## src/rtl/rackctl_txctl_sm.sv

```systemverilog
// RACKctl mode0 initiator. Serializes one 24-bit address + 32-bit data frame
// onto the shared RACKCTL line, releases the line, then collects the
// responder's start bit and 32-bit reply. All logic runs in rackclk.
module rackctl_txctl_sm #(
  parameter logic        INV        = 1'b0,
  parameter int unsigned TURNAROUND = 2,
  parameter int unsigned TIMEOUT    = 1024
) (
  input  logic        rackclk_i,
  input  logic        rst_n_i,
  input  logic [23:0] txn_addr_i,
  input  logic [31:0] txn_data_i,
  input  logic        txn_valid_i,
  output logic        txn_ready_o,
  output logic [31:0] resp_data_o,
  output logic        resp_valid_o,
  output logic        resp_err_o,
  output logic        rack_o,
  output logic        rack_oe_o,
  input  logic        rack_i,
  output logic        busy_o
);

  typedef enum logic [2:0] {
    S_IDLE,
    S_START,
    S_SHIFT,
    S_TURN,
    S_WAIT,
    S_RESP,
    S_DONE
  } state_t;

  localparam logic [5:0]  C_SHIFT_LAST   = 6'd55;
  localparam logic [5:0]  C_RESP_LAST    = 6'd31;
  localparam logic [5:0]  C_TURN_LAST    = 6'(TURNAROUND - 1);
  localparam logic [15:0] C_TIMEOUT_LAST = 16'(TIMEOUT - 1);

  state_t      r_state;
  state_t      w_next;
  logic [55:0] r_tx_sh;
  logic [5:0]  r_cnt;
  logic [15:0] r_to;
  logic [31:0] r_rx_sh;
  logic [31:0] r_resp_data;
  logic        r_resp_err;

  logic        w_rx;
  logic        w_line;
  logic        w_oe;
  logic        w_ready;
  logic        w_valid;
  logic        w_timeout;
  logic        w_state_chg;
  logic [31:0] w_rx_next;

  assign w_rx        = rack_i ^ INV;
  assign w_state_chg = (w_next != r_state);
  assign w_rx_next   = {r_rx_sh[30:0], w_rx};

  // State register.
  always_ff @(posedge rackclk_i) begin
    if (!rst_n_i) begin
      r_state <= S_IDLE;
    end else begin
      r_state <= w_next;
    end
  end

  // Next-state decode and state-decoded line/handshake outputs.
  always_comb begin
    w_next    = r_state;
    w_line    = 1'b0;
    w_oe      = 1'b1;
    w_ready   = 1'b0;
    w_valid   = 1'b0;
    w_timeout = 1'b0;
    case (r_state)
      S_IDLE: begin
        w_ready = 1'b1;
        if (txn_valid_i) begin
          w_next = S_START;
        end
      end
      S_START: begin
        w_line = 1'b1;
        w_next = S_SHIFT;
      end
      S_SHIFT: begin
        w_line = r_tx_sh[55];
        if (r_cnt == C_SHIFT_LAST) begin
          w_next = S_TURN;
        end
      end
      S_TURN: begin
        w_oe = 1'b0;
        if (r_cnt == C_TURN_LAST) begin
          w_next = S_WAIT;
        end
      end
      S_WAIT: begin
        w_oe = 1'b0;
        if (w_rx) begin
          w_next = S_RESP;
        end else if (r_to == C_TIMEOUT_LAST) begin
          w_next    = S_DONE;
          w_timeout = 1'b1;
        end
      end
      S_RESP: begin
        w_oe = 1'b0;
        if (r_cnt == C_RESP_LAST) begin
          w_next = S_DONE;
        end
      end
      S_DONE: begin
        w_valid = 1'b1;
        w_next  = S_IDLE;
      end
      default: begin
        w_next = S_IDLE;
      end
    endcase
  end

  // Phase counter: restarts at every state change, so SHIFT, TURN and RESP
  // each see it count from zero.
  always_ff @(posedge rackclk_i) begin
    if (!rst_n_i) begin
      r_cnt <= '0;
    end else if (w_state_chg) begin
      r_cnt <= '0;
    end else begin
      r_cnt <= r_cnt + 6'd1;
    end
  end

  // Start-bit timeout counter: cleared entering TURN and when the start bit
  // arrives, advanced on each idle WAIT cycle.
  always_ff @(posedge rackclk_i) begin
    if (!rst_n_i) begin
      r_to <= '0;
    end else if (r_state == S_SHIFT && w_next == S_TURN) begin
      r_to <= '0;
    end else if (r_state == S_WAIT) begin
      if (w_rx) begin
        r_to <= '0;
      end else begin
        r_to <= r_to + 16'd1;
      end
    end
  end

  // Outgoing frame: load on acceptance, shift MSB-first during SHIFT.
  always_ff @(posedge rackclk_i) begin
    if (!rst_n_i) begin
      r_tx_sh <= '0;
    end else if (r_state == S_IDLE && txn_valid_i) begin
      r_tx_sh <= {txn_addr_i, txn_data_i};
    end else if (r_state == S_SHIFT) begin
      r_tx_sh <= {r_tx_sh[54:0], 1'b0};
    end
  end

  // Incoming reply: LSB-in shift so the first sampled bit lands at bit 31.
  always_ff @(posedge rackclk_i) begin
    if (!rst_n_i) begin
      r_rx_sh <= '0;
    end else if (r_state == S_RESP) begin
      r_rx_sh <= w_rx_next;
    end
  end

  // Response holding register: updated only on the way into DONE so the
  // visible word is stable between pulses while RESP is still shifting.
  always_ff @(posedge rackclk_i) begin
    if (!rst_n_i) begin
      r_resp_data <= '0;
      r_resp_err  <= 1'b0;
    end else if (w_timeout) begin
      r_resp_data <= '0;
      r_resp_err  <= 1'b1;
    end else if (r_state == S_RESP && r_cnt == C_RESP_LAST) begin
      r_resp_data <= w_rx_next;
      r_resp_err  <= 1'b0;
    end
  end

  assign txn_ready_o  = w_ready;
  assign busy_o       = (r_state != S_IDLE);
  assign resp_valid_o = w_valid;
  assign resp_data_o  = r_resp_data;
  assign resp_err_o   = r_resp_err;
  assign rack_oe_o    = w_oe;
  assign rack_o       = w_line ^ INV;

endmodule

```

## config.mk

```make
export PLATFORM = sky130hd
export DESIGN_NAME = rackctl_txctl_sm
export DESIGN_NICKNAME = d
export VERILOG_FILES = /design/src/rtl/rackctl_txctl_sm.sv
export SDC_FILE = /design/constraint.sdc
export NUM_CORES = 1
export LEC_CHECK = 0
export CORE_MARGIN = 10
export CORE_UTILIZATION = 50
export CTS_CLUSTER_DIAMETER = 60
export CTS_CLUSTER_SIZE = 8
export DETAILED_ROUTE_END_ITERATION = 12
export HOLD_SLACK_MARGIN = 0.05
export PLACE_DENSITY = 0.76
export SETUP_SLACK_MARGIN = 0.5
export SLEW_MARGIN = 20
export SYNTH_ARGS = -nofsm -noshare
export SYNTH_HDL_FRONTEND = slang
export SYNTH_SLANG_ARGS = --single-unit
```

## constraint.sdc

```tcl
create_clock -name rackclk_i -period 2.05 [get_ports rackclk_i]
set_input_delay 0.205 -clock rackclk_i [delete_from_list [all_inputs] [get_ports rackclk_i]]
set_output_delay 0.205 -clock rackclk_i [all_outputs]
set_load 0.005 [all_outputs]
```

==> results of run 1 <==
[registers in the layout, indices dropped and copies added, names as in the netlist]
signal / cells
resp_data_o: 32
r_state: 3
r_rx_sh: 31
r_cnt: 6
r_to: 16
r_tx_sh: 56
resp_err_o: 1
[cells by family after synthesis]
logic type	count (synthesis)	share of synthesized area (%)
flops	145	48.8
simple gates	262	19.2
mux	1	0.168
xor+xnor	12	1.77
fa+ha+maj	3	0.632
buf+inv	61	4.38
compound gates	212	25.0
[path summary, 6_finish.rpt]
check	start	end	slack, ps	cells past startpoint
max	r_state[2]$_SDFF_PN0_	r_cnt[3]$_SDFF_PP0_	170	8
min	rst_n_i	r_tx_sh[19]$_SDFFE_PN0P_	240	2
max reg2reg	r_state[2]$_SDFF_PN0_	r_cnt[3]$_SDFF_PP0_	170	8
min reg2reg	resp_data_o[21]$_SDFFE_PP0P_	resp_data_o[21]$_SDFFE_PP0P_	450	2
[metal layers]
layer | up-vias | routed length [um] | GRT usage, %
met5 | - | 0 | 0
met4 | 0 | 1170 | 11.6
met3 | 87 | 1410 | 6.28
met1 | 2874 | 7520 | 22.1
li1 | 2723 | - | -
met2 | 306 | 10200 | 35.5
[cell type report]
| type | instances | share of cell area [%] |
|---|---|---|
| Clock buffer | 20 | 4.87 |
| Clock inverter | 12 | 1.45 |
| Inverter | 7 | 0.355 |
| Multi-Input combinational cell | 491 | 36.9 |
| Sequential cell | 145 | 32.1 |
| Tap cell | 143 | 1.95 |
| Timing Repair Buffer | 178 | 22.4 |
[power by group through the flow]
stage,Clock (mW),Combinational (mW),Sequential (mW)
after floorplan,0,0.348,3.02
after global placement,0,0.577,3.03
after detailed placement,0,0.594,3.04
after CTS,3.04,0.921,2.98
after global routing,3.17,1.23,3.01
final,3.04,1.18,3.00
[critical path, cell delays in order, from the launching register on]
cell and delay (ps):
dfxtp_4 350, buf_8 130, buf_4 140, buf_4 130
inv_4 60, a31oi_2 180, a211oi_4 410, buf_4 280
a2111oi_2 70
[per-stage QoR]
step / util (%) / hold slack (ps) / worst slack (ps)
detailed placement: 62.2 / 446 / 238
CTS: 73.8 / 219 / 357
finish: 79.6 / 242 / 172
floorplan: - / 341 / 353
global route: 79.6 / 247 / 133
global placement: 62.2 / 441 / 287
[layout by cell type (no fill, tap or decap), types with 6 or more instances in the layout]
cell type and n:
nand2_4 15, dfxtp_2 6, a21boi_1 26, xor2_1 6
nand2_2 17, nand3_1 6, buf_6 16, a22oi_1 51
nand2_1 165, buf_4 37, buf_16 9, dfxtp_1 130
dfxtp_4 9, a21boi_0 50, nor2_1 7, nor2_2 6
clkdlybuf4s50_1 90, buf_12 7, a21oi_1 36, a21oi_2 6
buf_8 6, a21boi_2 14, clkbuf_16 20
[repair_timing]
action | in CTS | in global routing
cloned | 13 | 3
pin swaps | 13 | 53
buffers inserted | 26 | 20
hold endpoints to repair | 0 | 0
resized for setup | 99 | 140
setup endpoints to repair | 109 | 148
[synth_stat cells (all sizes together)]
| master | instances |
|---|---|
| nand2 | 197 |
| dfxtp | 145 |
| a21boi | 90 |
| a22oi | 55 |
| a21oi | 42 |
| clkbuf | 39 |
| nor2 | 16 |
| buf | 15 |
| nand3 | 9 |
| inv | 7 |
| o21ai | 7 |
| a2111oi | 6 |
| xnor2 | 6 |
| xor2 | 6 |
| nor3 | 5 |
| or4 | 5 |
| nand4 | 4 |
| or3 | 4 |
| and3 | 3 |
| and4 | 3 |
| ha | 3 |
| o31ai | 3 |
| nand2b | 2 |
| nand3b | 2 |
| nor2b | 2 |
| nor3b | 2 |
| nor4 | 2 |
| o311a | 2 |
| a211oi | 1 |
| a31oi | 1 |
| and2 | 1 |
| and3b | 1 |
| and4b | 1 |
| mux2i | 1 |
| nand4bb | 1 |
| nor4b | 1 |
| o22ai | 1 |
| o2bb2ai | 1 |
| o311ai | 1 |
| o31a | 1 |
| o32ai | 1 |
| or2 | 1 |
==> run_results.csv, run 1 <==
group,metric,value,unit
sta,rsz0062_at_grt,"true",
die,pin_count,98,
die,num_rows,39,
final_layout,area_growth,54.2,%
cts,htreeDepth,4,
yosys,ys_types,46,
routing,vias,5990,
die,start_util,51.6,%
final_layout,nets,903,
routing,drc,0,
place,placed_cell_area,7160,um2
place,dp.cells,902,
cts,cts_buffers,17,
routing,drt-pass1-iter-count,6,
yosys,synth_seq_area_share,48.8,%
final_layout,drive_above_1_share,27.3,%
sta,setup_viol,0,
routing,wire_per_inst,20.4,um
final_layout,fin_area,9170,um2
yosys,syn_area,5940,um2
power,power.density,787,nW/um2
yosys,yosys_warnings,0,
routing,wl,20300,um
final_layout,register_area,2940,um2
power,p_leak,3.27,nW
sta,skew,9.82,ps
cts,clock_latency,420,ps
cts,clock_path_buffers,2,
grt,overflow,0,
power,clkPwrFrac,42.1,%
yosys,yosysTopAreaCellShare,48.8,%
sta,max_clock_freq,532,MHz
yosys,yosysTopAreaCell,"dfxtp_1",
final_layout,multi_input_area,3380,um2
cts,clockRootBuffer,"clkbuf_16",
job,drv_cap,0,
power,total_power,7.22,mW
worst_setup_path,crit_arrival,2170,ps
power,ir_drop,0.502,mV
power,intPower,5.37,mW
yosys,syn_inst,696,
cts,cts-hold-fix-buffers,0,
die,core_area,11500,um2
final_layout,fill_cells,678,
status,outcome,"complete, no violations",
grt,grt_max_degree,44,
routing,avgViaCountPerCell,6.01,
yosys,syn_nets,759,
place,dpl.hpwl,9450,um
place,port_buffers,97,
die,die_w,129,um
power,p_comb_share,16.3,%
sta,report.final.slew_viol_count,0,
routing,ant_nets,0,
grt,grt_use_total,20.6,%
final_layout,final_cell_count_no_fill,996,
power,netSwitchingFraction,25.7,%
cts,cts_tree,"done",
yosys,yosys-top-cells-area,"dfxtp_1, nand2_1, a21boi_0",
place,place_congestion,0.879,
grt,grt_pass1_wl,27800,um
routing,drt-initial-drc-count,570,
worst_setup_path,end_kind,"flip-flop",
die,die_y,129,um
sta,fin_tns_setup,0,ps
sta,min_period,1880,ps
sta,finalHoldViolCount,0,
sta,worst_pin_slew,414,ps
worst_setup_path,required,2340,ps
cts,path_clk_slew,60,ps
yosys,synth.ff_latch_count,145,
grt,grt_pass1_vias,5795,
power,p_switching,1.85,mW
worst_hold_path,hold_path.class,"in2reg",
worst_setup_path,critical_path.startpoint_type,"flip-flop",
sta,finalCritPeriodShare,91.6,%
worst_setup_path,crit_type,"reg2reg",
power,p_seq_share,41.6,%
worst_setup_path,crit_fanout,5,
grt,grt_antenna_before_repair,0,
die,die-area,16700,um2
yosys,avgSynthCellArea,8.54,um2
cts,clkSinkCount,145,
final_layout,antenna_cells,0,
sta,slew_headroom,72.3,%
Note: power is estimated with default switching activity, not from simulation.
==> run 2: changes to the inputs <==
--- a/config.mk
+++ b/config.mk
@@ -17,3 +17,4 @@
 export SYNTH_ARGS = -nofsm -noshare
 export SYNTH_HDL_FRONTEND = slang
 export SYNTH_SLANG_ARGS = --single-unit
+export TNS_END_PERCENT = 1
==> run_results.csv, run 2 (synthesized netlist as in run 1, its figures left out) <==
group,metric,value,unit
final_layout,area_growth,30.8,%
sta,report.final.slew_viol_count,0,
final_layout,fill_cells,918,
worst_setup_path,critical_path.startpoint_type,"flip-flop",
sta,fin_ws,164,ps
final_layout,regMostFlops,"r_tx_sh",
sta,slew_headroom,55.5,%
routing,drt-pass1-iter-count,5,
die,core_area,11500,um2
place,placed_cell_area,7080,um2
place,place_congestion,0.835,
final_layout,post-route-util,67.5,%
final_layout,nets,844,
worst_setup_path,critPathMaxStageDelay,530,ps
grt,overflow,0,
power,ir_drop,0.538,mV
routing,avgViaCountPerCell,5.58,
routing,wl,14500,um
grt,grt_pass1_wl,23900,um
worst_setup_path,end_kind,"flip-flop",
sta,rsz0062_at_grt,"true",
status,outcome,"complete, no violations",
worst_setup_path,required,2380,ps
sta,finalHoldViolCount,0,
sta,min_period,1890,ps
final_layout,final_common_cell,"nand2_1",
final_layout,most-common-layout-cells,"nand2_1, dfxtp_1, clkdlybuf4s50_1",
final_layout,fin_area,7780,um2
die,die-area,16700,um2
job,drv_cap,0,
final_layout,final_cell_count_no_fill,937,
sta,max_clock_freq,530,MHz
routing,wire_per_inst,15.5,um
worst_setup_path,crit_fanout,9,
routing,vias,5233,
sta,worst_pin_slew,666,ps
die,die_y,129,um
power,p_leak,2.62,nW
place,port_buffers,97,
sta,setup_viol,0,
final_layout,antenna_cells,0,
cts,cts_buffers,17,
routing,ant_nets,0,
cts,clkSinkCount,145,
power,power.density,845,nW/um2
worst_setup_path,crit_type,"reg2reg",
sta,finalCritPeriodShare,92.0,%
final_layout,drive_above_1_share,9.95,%
cts,cts-hold-fix-buffers,0,
cts,htreeDepth,4,
worst_setup_path,cpMaxStageDelayCell,"or4_4",
routing,drc,0,
worst_hold_path,hold_path.class,"in2reg",
worst_setup_path,worstPathCellList,"buf_8 -> nand4bb_4 -> or4_4 -> or3_1 -> a21oi_1",
grt,grt_max_degree,58,
worst_setup_path,crit_arrival,2220,ps
die,num_rows,39,
place,dp.cells,901,
grt,grt_antenna_before_repair,0,
cts,clock_latency,420,ps
grt,grt_use_total,17.3,%
cts,cts_tree,"done",
cts,clockRootBuffer,"clkbuf_16",
cts,path_clk_slew,60,ps
routing,drt-initial-drc-count,376,
cts,clock_path_buffers,2,
die,die_w,129,um
die,pin_count,98,
die,start_util,51.6,%
place,dpl.hpwl,9690,um
grt,grt_pass1_vias,5141,
place,place_ws,-126,ps
sta,skew,10.9,ps
final_layout,largest_reg_flops,56,
run 2: changes by cell type in the layout (fill, tap and decap cells not counted), sizes merged, moves of 2 or more:
cell / before / now
clkdlybuf4s50: 90 / 92
inv: 8 / 12
bufbuf: 3 / 0
buf: 80 / 23
dlygate4sd2: 0 / 3
clkbuf: 24 / 19
clkinvlp: 4 / 2
run 2: layout make-up:
type                    instances  area [um2]  area share [%]
inverters                       7        30.0           0.386
clock inverters                13         123            1.58
repair buffers                119        1170            15.0
well taps                     143         179            2.30
clock buffers                  19         453            5.82
multi-input cells             491        2910            37.4
flip-flops and latches        145        2910            37.4
run 2: routing by layer:
metal / part of all wire (%) / global-route usage, % / up-vias
met1: 44 / 20.1 / 2491
met4: 1.3 / 6.49 / 0
met2: 49 / 29.2 / 126
met5: 0 / 0 / -
li1: - / - / 2597
met3: 5.8 / 5.67 / 19
run 2: per-stage QoR:
step / total power, mW / setup TNS [ps] / hold slack (ps)
after floorplan: 3.36 / 0 / 341
after global placement: 3.58 / 0 / 440
after detailed placement: 3.60 / -1540 / 449
after CTS: 6.60 / 0 / 251
after global routing: 6.79 / 0 / 270
final: 6.57 / 0 / 268
run 2: what timing repair did:
item	4_1_cts	5_1_grt
setup endpoints to repair	118	149
gates resized for setup	22	10
buffers inserted	3	0
cloned	1	0
pin swaps	2	0
run 2: final timing paths:
kind                                startpoint                            to  slack, ps  depth (start not counted)
hold reg to reg   resp_data_o[15]$_SDFFE_PP0P_  resp_data_o[15]$_SDFFE_PP0P_        450                          2
hold / removal                         rst_n_i         r_state[2]$_SDFF_PN0_        270                          2
setup / recovery         r_state[1]$_SDFF_PN0_         r_to[12]$_SDFFE_PP0P_        160                          5
setup reg to reg         r_state[1]$_SDFF_PN0_         r_to[12]$_SDFFE_PP0P_        160                          5
run 2: where the power goes:
part / total [mW] / leakage [nW] / internal, mW / switching, mW
clock: 2.98 / 0.285 / 1.75 / 1.23
combinational: 0.615 / 1.15 / 0.291 / 0.324
sequential: 2.98 / 1.18 / 2.92 / 0.0590
total: 6.57 / 2.62 / 4.96 / 1.61
run 2: worst max-delay path, delay by kind of cell (launching register included):
family | cells | cell delay (ps)
DFF | 1 | 360
and+or+nand+nor | 3 | 1130
AOI/OAI and AO/OA | 1 | 160
buffers and inverters | 1 | 140
==> run 3: changes to the inputs <==
--- a/config.mk
+++ b/config.mk
@@ -10,6 +10,7 @@
 export CTS_CLUSTER_DIAMETER = 60
 export CTS_CLUSTER_SIZE = 8
 export DETAILED_ROUTE_END_ITERATION = 12
+export GPL_ROUTABILITY_DRIVEN = 0
 export HOLD_SLACK_MARGIN = 0.05
 export PLACE_DENSITY = 0.76
 export SETUP_SLACK_MARGIN = 0.5
==> results of run 3 <==
No change in the layout: final DEF, timing and power equal those of run 2.
